==> config.mk <==
export PLATFORM = sky130hd
export DESIGN_NAME = oculink_wr_arbiter
export DESIGN_NICKNAME = d
export VERILOG_FILES = /design/src/rtl/oculink_axi_pkg.sv /design/src/rtl/owner_fifo.sv /design/src/rtl/oculink_wr_arbiter.sv
export SDC_FILE = /design/constraint.sdc
export NUM_CORES = 1
export LEC_CHECK = 0
export ABC_AREA = 1
export CORE_AREA = 2 2 420 422
export DETAILED_ROUTE_END_ITERATION = 6
export DIE_AREA = 0 0 422 424
export PLACE_DENSITY = 0.3
export SYNTH_ARGS = -nofsm -noshare
export SYNTH_HDL_FRONTEND = slang
export SYNTH_HIERARCHICAL = 1
export SYNTH_SLANG_ARGS = --single-unit
==> constraint.sdc <==
create_clock -name oculink_axi_clk -period 5.7 [get_ports oculink_axi_clk]
set_input_delay 0.855 -clock oculink_axi_clk [delete_from_list [all_inputs] [get_ports oculink_axi_clk]]
set_output_delay 0.855 -clock oculink_axi_clk [all_outputs]
set_load 0.05 [all_outputs]
==> src/rtl/oculink_axi_pkg.sv <==
// Shared types for the Oculink AXI write path: AW/B payloads and the
// write arbiter state encoding.
package oculink_axi_pkg;

   typedef struct packed {
      logic [31:0] addr;
      logic [1:0]  burst;
      logic [3:0]  id;
      logic [7:0]  len;
      logic [3:0]  region;
      logic [2:0]  size;
   } aw_chan_t;

   typedef struct packed {
      logic [3:0] id;
      logic [1:0] resp;
   } b_chan_t;

   typedef enum logic [1:0] {
      IDLE     = 2'd0,
      GRANT_M0 = 2'd1,
      GRANT_M1 = 2'd2
   } wr_arb_state_e;

endpackage

==> src/rtl/owner_fifo.sv <==
// 1-bit wide in-order FIFO recording which master owns each outstanding
// write burst; head selects the B-channel destination.
module owner_fifo #(
   parameter int DEPTH = 8
) (
   input  logic                       clk,
   input  logic                       rst_n,
   input  logic                       push,
   input  logic                       din,
   input  logic                       pop,
   output logic                       dout,
   output logic                       full,
   output logic                       empty,
   output logic [$clog2(DEPTH):0]     count
);

   localparam int PW = $clog2(DEPTH);
   localparam int CW = PW + 1;

   logic [DEPTH-1:0] mem_q, mem_d;
   logic [PW-1:0]    wr_ptr_q, wr_ptr_d, rd_ptr_q, rd_ptr_d;
   logic [CW-1:0]    count_q, count_d;
   logic             do_push, do_pop;

   assign full  = (count_q == CW'(DEPTH));
   assign empty = (count_q == '0);
   assign dout  = mem_q[rd_ptr_q];
   assign count = count_q;

   always_comb begin
      do_push  = push && (!full || pop);
      do_pop   = pop && !empty;
      mem_d    = mem_q;
      wr_ptr_d = wr_ptr_q;
      rd_ptr_d = rd_ptr_q;
      count_d  = count_q;
      if (do_push) begin
         mem_d[wr_ptr_q] = din;
         wr_ptr_d        = wr_ptr_q + PW'(1);
      end
      if (do_pop) rd_ptr_d = rd_ptr_q + PW'(1);
      case ({do_push, do_pop})
         2'b10:   count_d = count_q + CW'(1);
         2'b01:   count_d = count_q - CW'(1);
         default: count_d = count_q;
      endcase
   end

   always_ff @(posedge clk or negedge rst_n) begin
      if (!rst_n) begin
         mem_q    <= '0;
         wr_ptr_q <= '0;
         rd_ptr_q <= '0;
         count_q  <= '0;
      end else begin
         mem_q    <= mem_d;
         wr_ptr_q <= wr_ptr_d;
         rd_ptr_q <= rd_ptr_d;
         count_q  <= count_d;
      end
   end

endmodule

==> src/rtl/oculink_wr_arbiter.sv <==
// Burst-atomic round-robin arbiter sharing one AXI write slave between the
// NVMe configurator (M0) and driver (M1); B responses follow issue order.
module oculink_wr_arbiter
   import oculink_axi_pkg::*;
#(
   parameter int MAX_OUT = 8,
   parameter int DATA_W  = 256
) (
   input  logic                   oculink_axi_clk,
   input  logic                   rstn,
   input  logic [31:0]            m0_awaddr,
   input  logic [1:0]             m0_awburst,
   input  logic [3:0]             m0_awid,
   input  logic [7:0]             m0_awlen,
   input  logic [3:0]             m0_awregion,
   input  logic [2:0]             m0_awsize,
   input  logic                   m0_awvalid,
   output logic                   m0_awready,
   input  logic [DATA_W-1:0]      m0_wdata,
   input  logic [DATA_W/8-1:0]    m0_wstrb,
   input  logic                   m0_wlast,
   input  logic                   m0_wvalid,
   output logic                   m0_wready,
   output logic [3:0]             m0_bid,
   output logic [1:0]             m0_bresp,
   output logic                   m0_bvalid,
   input  logic                   m0_bready,
   input  logic [31:0]            m1_awaddr,
   input  logic [1:0]             m1_awburst,
   input  logic [3:0]             m1_awid,
   input  logic [7:0]             m1_awlen,
   input  logic [3:0]             m1_awregion,
   input  logic [2:0]             m1_awsize,
   input  logic                   m1_awvalid,
   output logic                   m1_awready,
   input  logic [DATA_W-1:0]      m1_wdata,
   input  logic [DATA_W/8-1:0]    m1_wstrb,
   input  logic                   m1_wlast,
   input  logic                   m1_wvalid,
   output logic                   m1_wready,
   output logic [3:0]             m1_bid,
   output logic [1:0]             m1_bresp,
   output logic                   m1_bvalid,
   input  logic                   m1_bready,
   output logic [31:0]            s_awaddr,
   output logic [1:0]             s_awburst,
   output logic [3:0]             s_awid,
   output logic [7:0]             s_awlen,
   output logic [3:0]             s_awregion,
   output logic [2:0]             s_awsize,
   output logic                   s_awvalid,
   input  logic                   s_awready,
   output logic [DATA_W-1:0]      s_wdata,
   output logic [DATA_W/8-1:0]    s_wstrb,
   output logic                   s_wlast,
   output logic                   s_wvalid,
   input  logic                   s_wready,
   input  logic [3:0]             s_bid,
   input  logic [1:0]             s_bresp,
   input  logic                   s_bvalid,
   output logic                   s_bready,
   output logic [$clog2(MAX_OUT):0] outstanding,
   output logic                   err_orphan_b
);

   wr_arb_state_e state_q, state_d;
   logic          rr_q, rr_d;        // 1: M1 wins a tie
   logic          aw_done_q, aw_done_d, w_done_q, w_done_d;
   logic          err_orphan_q, err_orphan_d;

   aw_chan_t      m0_aw, m1_aw, sel_aw, aw_out;
   b_chan_t       s_b, m0_b, m1_b;
   logic          granted, gsel, req0, req1, pick;
   logic          aw_hs, w_last_hs, b_pop;
   logic          fifo_full, fifo_empty, fifo_head, route0, route1;

   assign m0_aw = '{addr: m0_awaddr, burst: m0_awburst, id: m0_awid,
                    len: m0_awlen, region: m0_awregion, size: m0_awsize};
   assign m1_aw = '{addr: m1_awaddr, burst: m1_awburst, id: m1_awid,
                    len: m1_awlen, region: m1_awregion, size: m1_awsize};
   assign s_b   = '{id: s_bid, resp: s_bresp};

   assign aw_hs     = s_awvalid && s_awready;
   assign w_last_hs = s_wvalid && s_wready && s_wlast;

   // Forward path: only the granted master reaches the slave, and a channel
   // whose flag is already set stays closed until the grant is released.
   always_comb begin
      granted    = (state_q != IDLE);
      gsel       = (state_q == GRANT_M1);
      sel_aw     = gsel ? m1_aw : m0_aw;
      aw_out     = granted ? sel_aw : '0;
      s_awvalid  = granted && !aw_done_q && (gsel ? m1_awvalid : m0_awvalid);
      s_wvalid   = granted && !w_done_q  && (gsel ? m1_wvalid  : m0_wvalid);
      s_wdata    = granted ? (gsel ? m1_wdata : m0_wdata) : '0;
      s_wstrb    = granted ? (gsel ? m1_wstrb : m0_wstrb) : '0;
      s_wlast    = granted && (gsel ? m1_wlast : m0_wlast);
      m0_awready = granted && !gsel && !aw_done_q && s_awready;
      m1_awready = granted &&  gsel && !aw_done_q && s_awready;
      m0_wready  = granted && !gsel && !w_done_q  && s_wready;
      m1_wready  = granted &&  gsel && !w_done_q  && s_wready;
   end

   assign s_awaddr   = aw_out.addr;
   assign s_awburst  = aw_out.burst;
   assign s_awid     = aw_out.id;
   assign s_awlen    = aw_out.len;
   assign s_awregion = aw_out.region;
   assign s_awsize   = aw_out.size;

   // Return path: the FIFO head names the owner; with nothing outstanding the
   // response is swallowed and flagged.
   always_comb begin
      route0    = !fifo_empty && !fifo_head;
      route1    = !fifo_empty &&  fifo_head;
      s_bready  = fifo_empty ? 1'b1 : (fifo_head ? m1_bready : m0_bready);
      m0_bvalid = route0 && s_bvalid;
      m1_bvalid = route1 && s_bvalid;
      m0_b      = route0 ? s_b : '0;
      m1_b      = route1 ? s_b : '0;
      b_pop     = s_bvalid && s_bready && !fifo_empty;
   end

   assign m0_bid   = m0_b.id;
   assign m0_bresp = m0_b.resp;
   assign m1_bid   = m1_b.id;
   assign m1_bresp = m1_b.resp;

   always_comb begin
      state_d      = state_q;
      rr_d         = rr_q;
      aw_done_d    = aw_done_q;
      w_done_d     = w_done_q;
      req0         = m0_awvalid || m0_wvalid;
      req1         = m1_awvalid || m1_wvalid;
      pick         = (req0 && req1) ? rr_q : req1;
      err_orphan_d = err_orphan_q || (fifo_empty && s_bvalid);
      case (state_q)
         IDLE: begin
            if ((req0 || req1) && !fifo_full) begin
               state_d = pick ? GRANT_M1 : GRANT_M0;
               rr_d    = !pick;
            end
         end
         GRANT_M0, GRANT_M1: begin
            aw_done_d = aw_done_q || aw_hs;
            w_done_d  = w_done_q  || w_last_hs;
            if (aw_done_d && w_done_d) begin
               state_d   = IDLE;
               aw_done_d = 1'b0;
               w_done_d  = 1'b0;
            end
         end
         default: state_d = IDLE;
      endcase
   end

   always_ff @(posedge oculink_axi_clk or negedge rstn) begin
      if (!rstn) begin
         state_q      <= IDLE;
         rr_q         <= 1'b0;
         aw_done_q    <= 1'b0;
         w_done_q     <= 1'b0;
         err_orphan_q <= 1'b0;
      end else begin
         state_q      <= state_d;
         rr_q         <= rr_d;
         aw_done_q    <= aw_done_d;
         w_done_q     <= w_done_d;
         err_orphan_q <= err_orphan_d;
      end
   end

   assign err_orphan_b = err_orphan_q;

   owner_fifo #(.DEPTH(MAX_OUT)) u_owner_fifo (
      .clk   (oculink_axi_clk),
      .rst_n (rstn),
      .push  (aw_hs),
      .din   (gsel),
      .pop   (b_pop),
      .dout  (fifo_head),
      .full  (fifo_full),
      .empty (fifo_empty),
      .count (outstanding)
   );

endmodule

==> results.txt <==
Buf+Inv Stages, Crit Path = 4
Via density = 2.90
Worst Path Max Fanout = 114
hold depth = 1
commonest non-fill, non-tap cell in the layout = clkdlybuf4s50_1
Hold WS = 457 ps
Critical R2R Launch = state_q[0]
Slowest cell on crit path = clkdlybuf4s50_1
R2R cell count = 15
Register-to-Register Setup Slack = 1800 ps
TritonCTS Buffers = 3
total track usage = 14.8%
Final Core Density = 11.4%
reg2reg end = u_owner_fifo/count[3]
synthesized flop and latch total = 24
Max-cap violations = 0
Seq/Total Area, Yosys = 9.18%
layout cells sized above 1 = 2.53%
setup TNS = 0 ps
total grt overflow = 0
final wirelength = 140000 um
htree depth = 1
CTS tree = built
fin area = 20000 sq um
Layout area overhead = 206%
most frequent cells in the layout = 1063 x clkdlybuf4s50_1, 716 x nor2_1, 337 x o21ai_0
RSZ-0062 raised after global routing = no
Slew @ Worst Pin = 1250 ps
outcome = complete, no violations
CTS root buffer = clkbuf_16
Hold Crit Class = flip-flop to flip-flop
IO Port Bufs = 1068
Num Clock Sinks = 24
cts hold-fix bufs = 0
endpoints failing hold = 0
HP Start = err_orphan_b
nets = 3079
placer congestion estimate = 0.927
WL/cell = 29.6 um
Crit path required time = 4850 ps
Syn Area/Cell = 4.71 sq um
dpl hpwl = 126000 um
initial cell density of the core = 3.74%
initial antenna violation count = 111
mapped cell area = 6540 sq um
Syn Nets = 2099
die height = 424 um
sequential standard cell area = 601 sq um
Iter 0 DRT Violations = 932
Largest delay share family, worst path = buffers and inverters
vias in the first global route = 13600
CTS resizes = 0
chip width = 422 um
Crit Path Category = flip-flop to primary output
DRC viols = 0
largest net degree at the start of global routing = 117
synth unique cells = 36
Multi-input gate area = 5210 sq um
static leakage = 7.33 nW
Rel. slew slack = 15.9%
Worst setup EP type = primary output
final setup vio count = 0
area of placed instances = 19800 sq um
drt first pass iters = 5
Worst Clk Skew = 9.43 ps
crit path launch type = flip-flop
Setup Buffers After CTS = 0
min cycle time layout = 5060 ps
critical path cell sequence = inv_1 > ha_4 > buf_12 > buf_4 > o21ai_0 > nor2_1 > clkdlybuf4s50_1
cell row count = 154
Max Clk Rate = 198 MHz
first-pass GRT wire length = 169000 um
Ys Warns = 6
clk slew on worst S/H paths = 80 ps
WHS Endpoint = err_orphan_b
clock insertion delay at the later pin of the skew report = 280 ps
max-slew violations = 0
Core ar. = 175000 sq um
worst-case clock buffer depth = 2
Power Dens Cells = 612 nW/um^2
Mapped Cells = 1389
final period utilization = 88.8%
vias = 13700
DIE AREA = 179000 sq um
CP peak stage delay = 980 ps
Final ANT Viol Nets = 0
crit path DAT = 4210 ps
I/O pin cnt = 1069
Max IR drop VDD = 0.000281 V
Fillers = 20600
==> flip-flops by register name, indices dropped and copies added (netlist names) <==
name                   cells
u_owner_fifo/mem_q         8
u_owner_fifo/count         4
u_owner_fifo/rd_ptr_q      3
u_owner_fifo/wr_ptr_q      3
state_q                    2
aw_done_q                  1
err_orphan_b               1
rr_q                       1
w_done_q                   1
==> through the flow <==
| stage | worst slack [ps] | power, W | instances |
|---|---|---|---|
| final | 638 | 0.0122 | 4720 |
| after global routing | 388 | 0.0129 | 4713 |
| after CTS | 415 | 0.0126 | 4708 |
| after detailed placement | 756 | 0.0123 | 4704 |
| after global placement | 692 | 0.0123 | 4704 |
| after floorplan | 2640 | 0.00675 | 1389 |
==> synthesized netlist by cell type <==
cell	instances	area (sq um)
o21ai_0	337	1690
a21oi_1	1	5.00
a21o_1	1	7.51
ha_1	8	100
o22ai_1	3	18.8
xnor2_1	4	35.0
clkbuf_1	69	259
nand2_2	7	43.8
o21ai_1	9	45.0
nor2_1	716	2690
xor2_1	1	8.76
buf_2	43	215
inv_1	42	158
o21ai_2	1	8.76
nand2_4	1	11.3
buf_6	3	33.8
bufinv_8	1	17.5
and3_1	1	6.26
inv_2	5	18.8
nand3_4	1	17.5
fa_1	1	20.0
buf_8	1	15.0
nor4_1	1	6.26
buf_4	3	22.5
nand4_1	9	56.3
nor2_2	1	6.26
nand3_2	3	30.0
nor2_4	2	22.5
a31oi_1	1	6.26
nand2_1	68	255
or2_2	1	6.26
dfrtp_1	24	601
or2_1	1	6.26
nand4_2	1	12.5
nor3_1	7	35.0
nand3_1	11	55.1
==> cells by family after synthesis <==
kind of cell,share of synthesized area [%]
xor gates and xnor gates,0.670
adders and majority gates,1.84
AOI/OAI and AO/OA,27.2
buffers and inverters,11.3
and+or+nand+nor,49.8
DFF,9.18
==> power by group <==
group	switching [W]	internal, W
clock	0.0000777	0.000140
sequential	0.0000902	0.000234
combinational	0.00860	0.00309
==> how the worst max path moves through the flow <==
stage               slack, ps           end  cells after the start       start
floorplan                2640    m0_awready                      8  state_q[0]
finish                    640  s_wdata[200]                      7  state_q[0]
CTS                       420  s_wdata[200]                      7  state_q[0]
global placement          690  s_wdata[200]                      7  state_q[0]
detailed placement        760  s_wdata[200]                      7  state_q[0]
global route              390  s_wdata[200]                      7  state_q[0]
==> routing by layer <==
metal | GRT usage (%) | vias up | share of wire (%)
met5 | 0 | - | 0.049
li1 | - | 6401 | -
met2 | 26.7 | 760 | 51
met1 | 17.1 | 6352 | 39
met3 | 4.96 | 149 | 8.9
met4 | 1.84 | 10 | 1.0
==> area by class of cell <==
cell class,count,area share (%)
Timing Repair Buffer,1094,54.6
Multi-Input combinational cell,1198,26.1
Tap cell,2340,14.7
Sequential cell,24,3.01
Inverter,48,1.00
Clock buffer,3,0.376
Clock inverter,1,0.150
Antenna cell,12,0.150
Note: power is estimated with default switching activity, not from simulation.
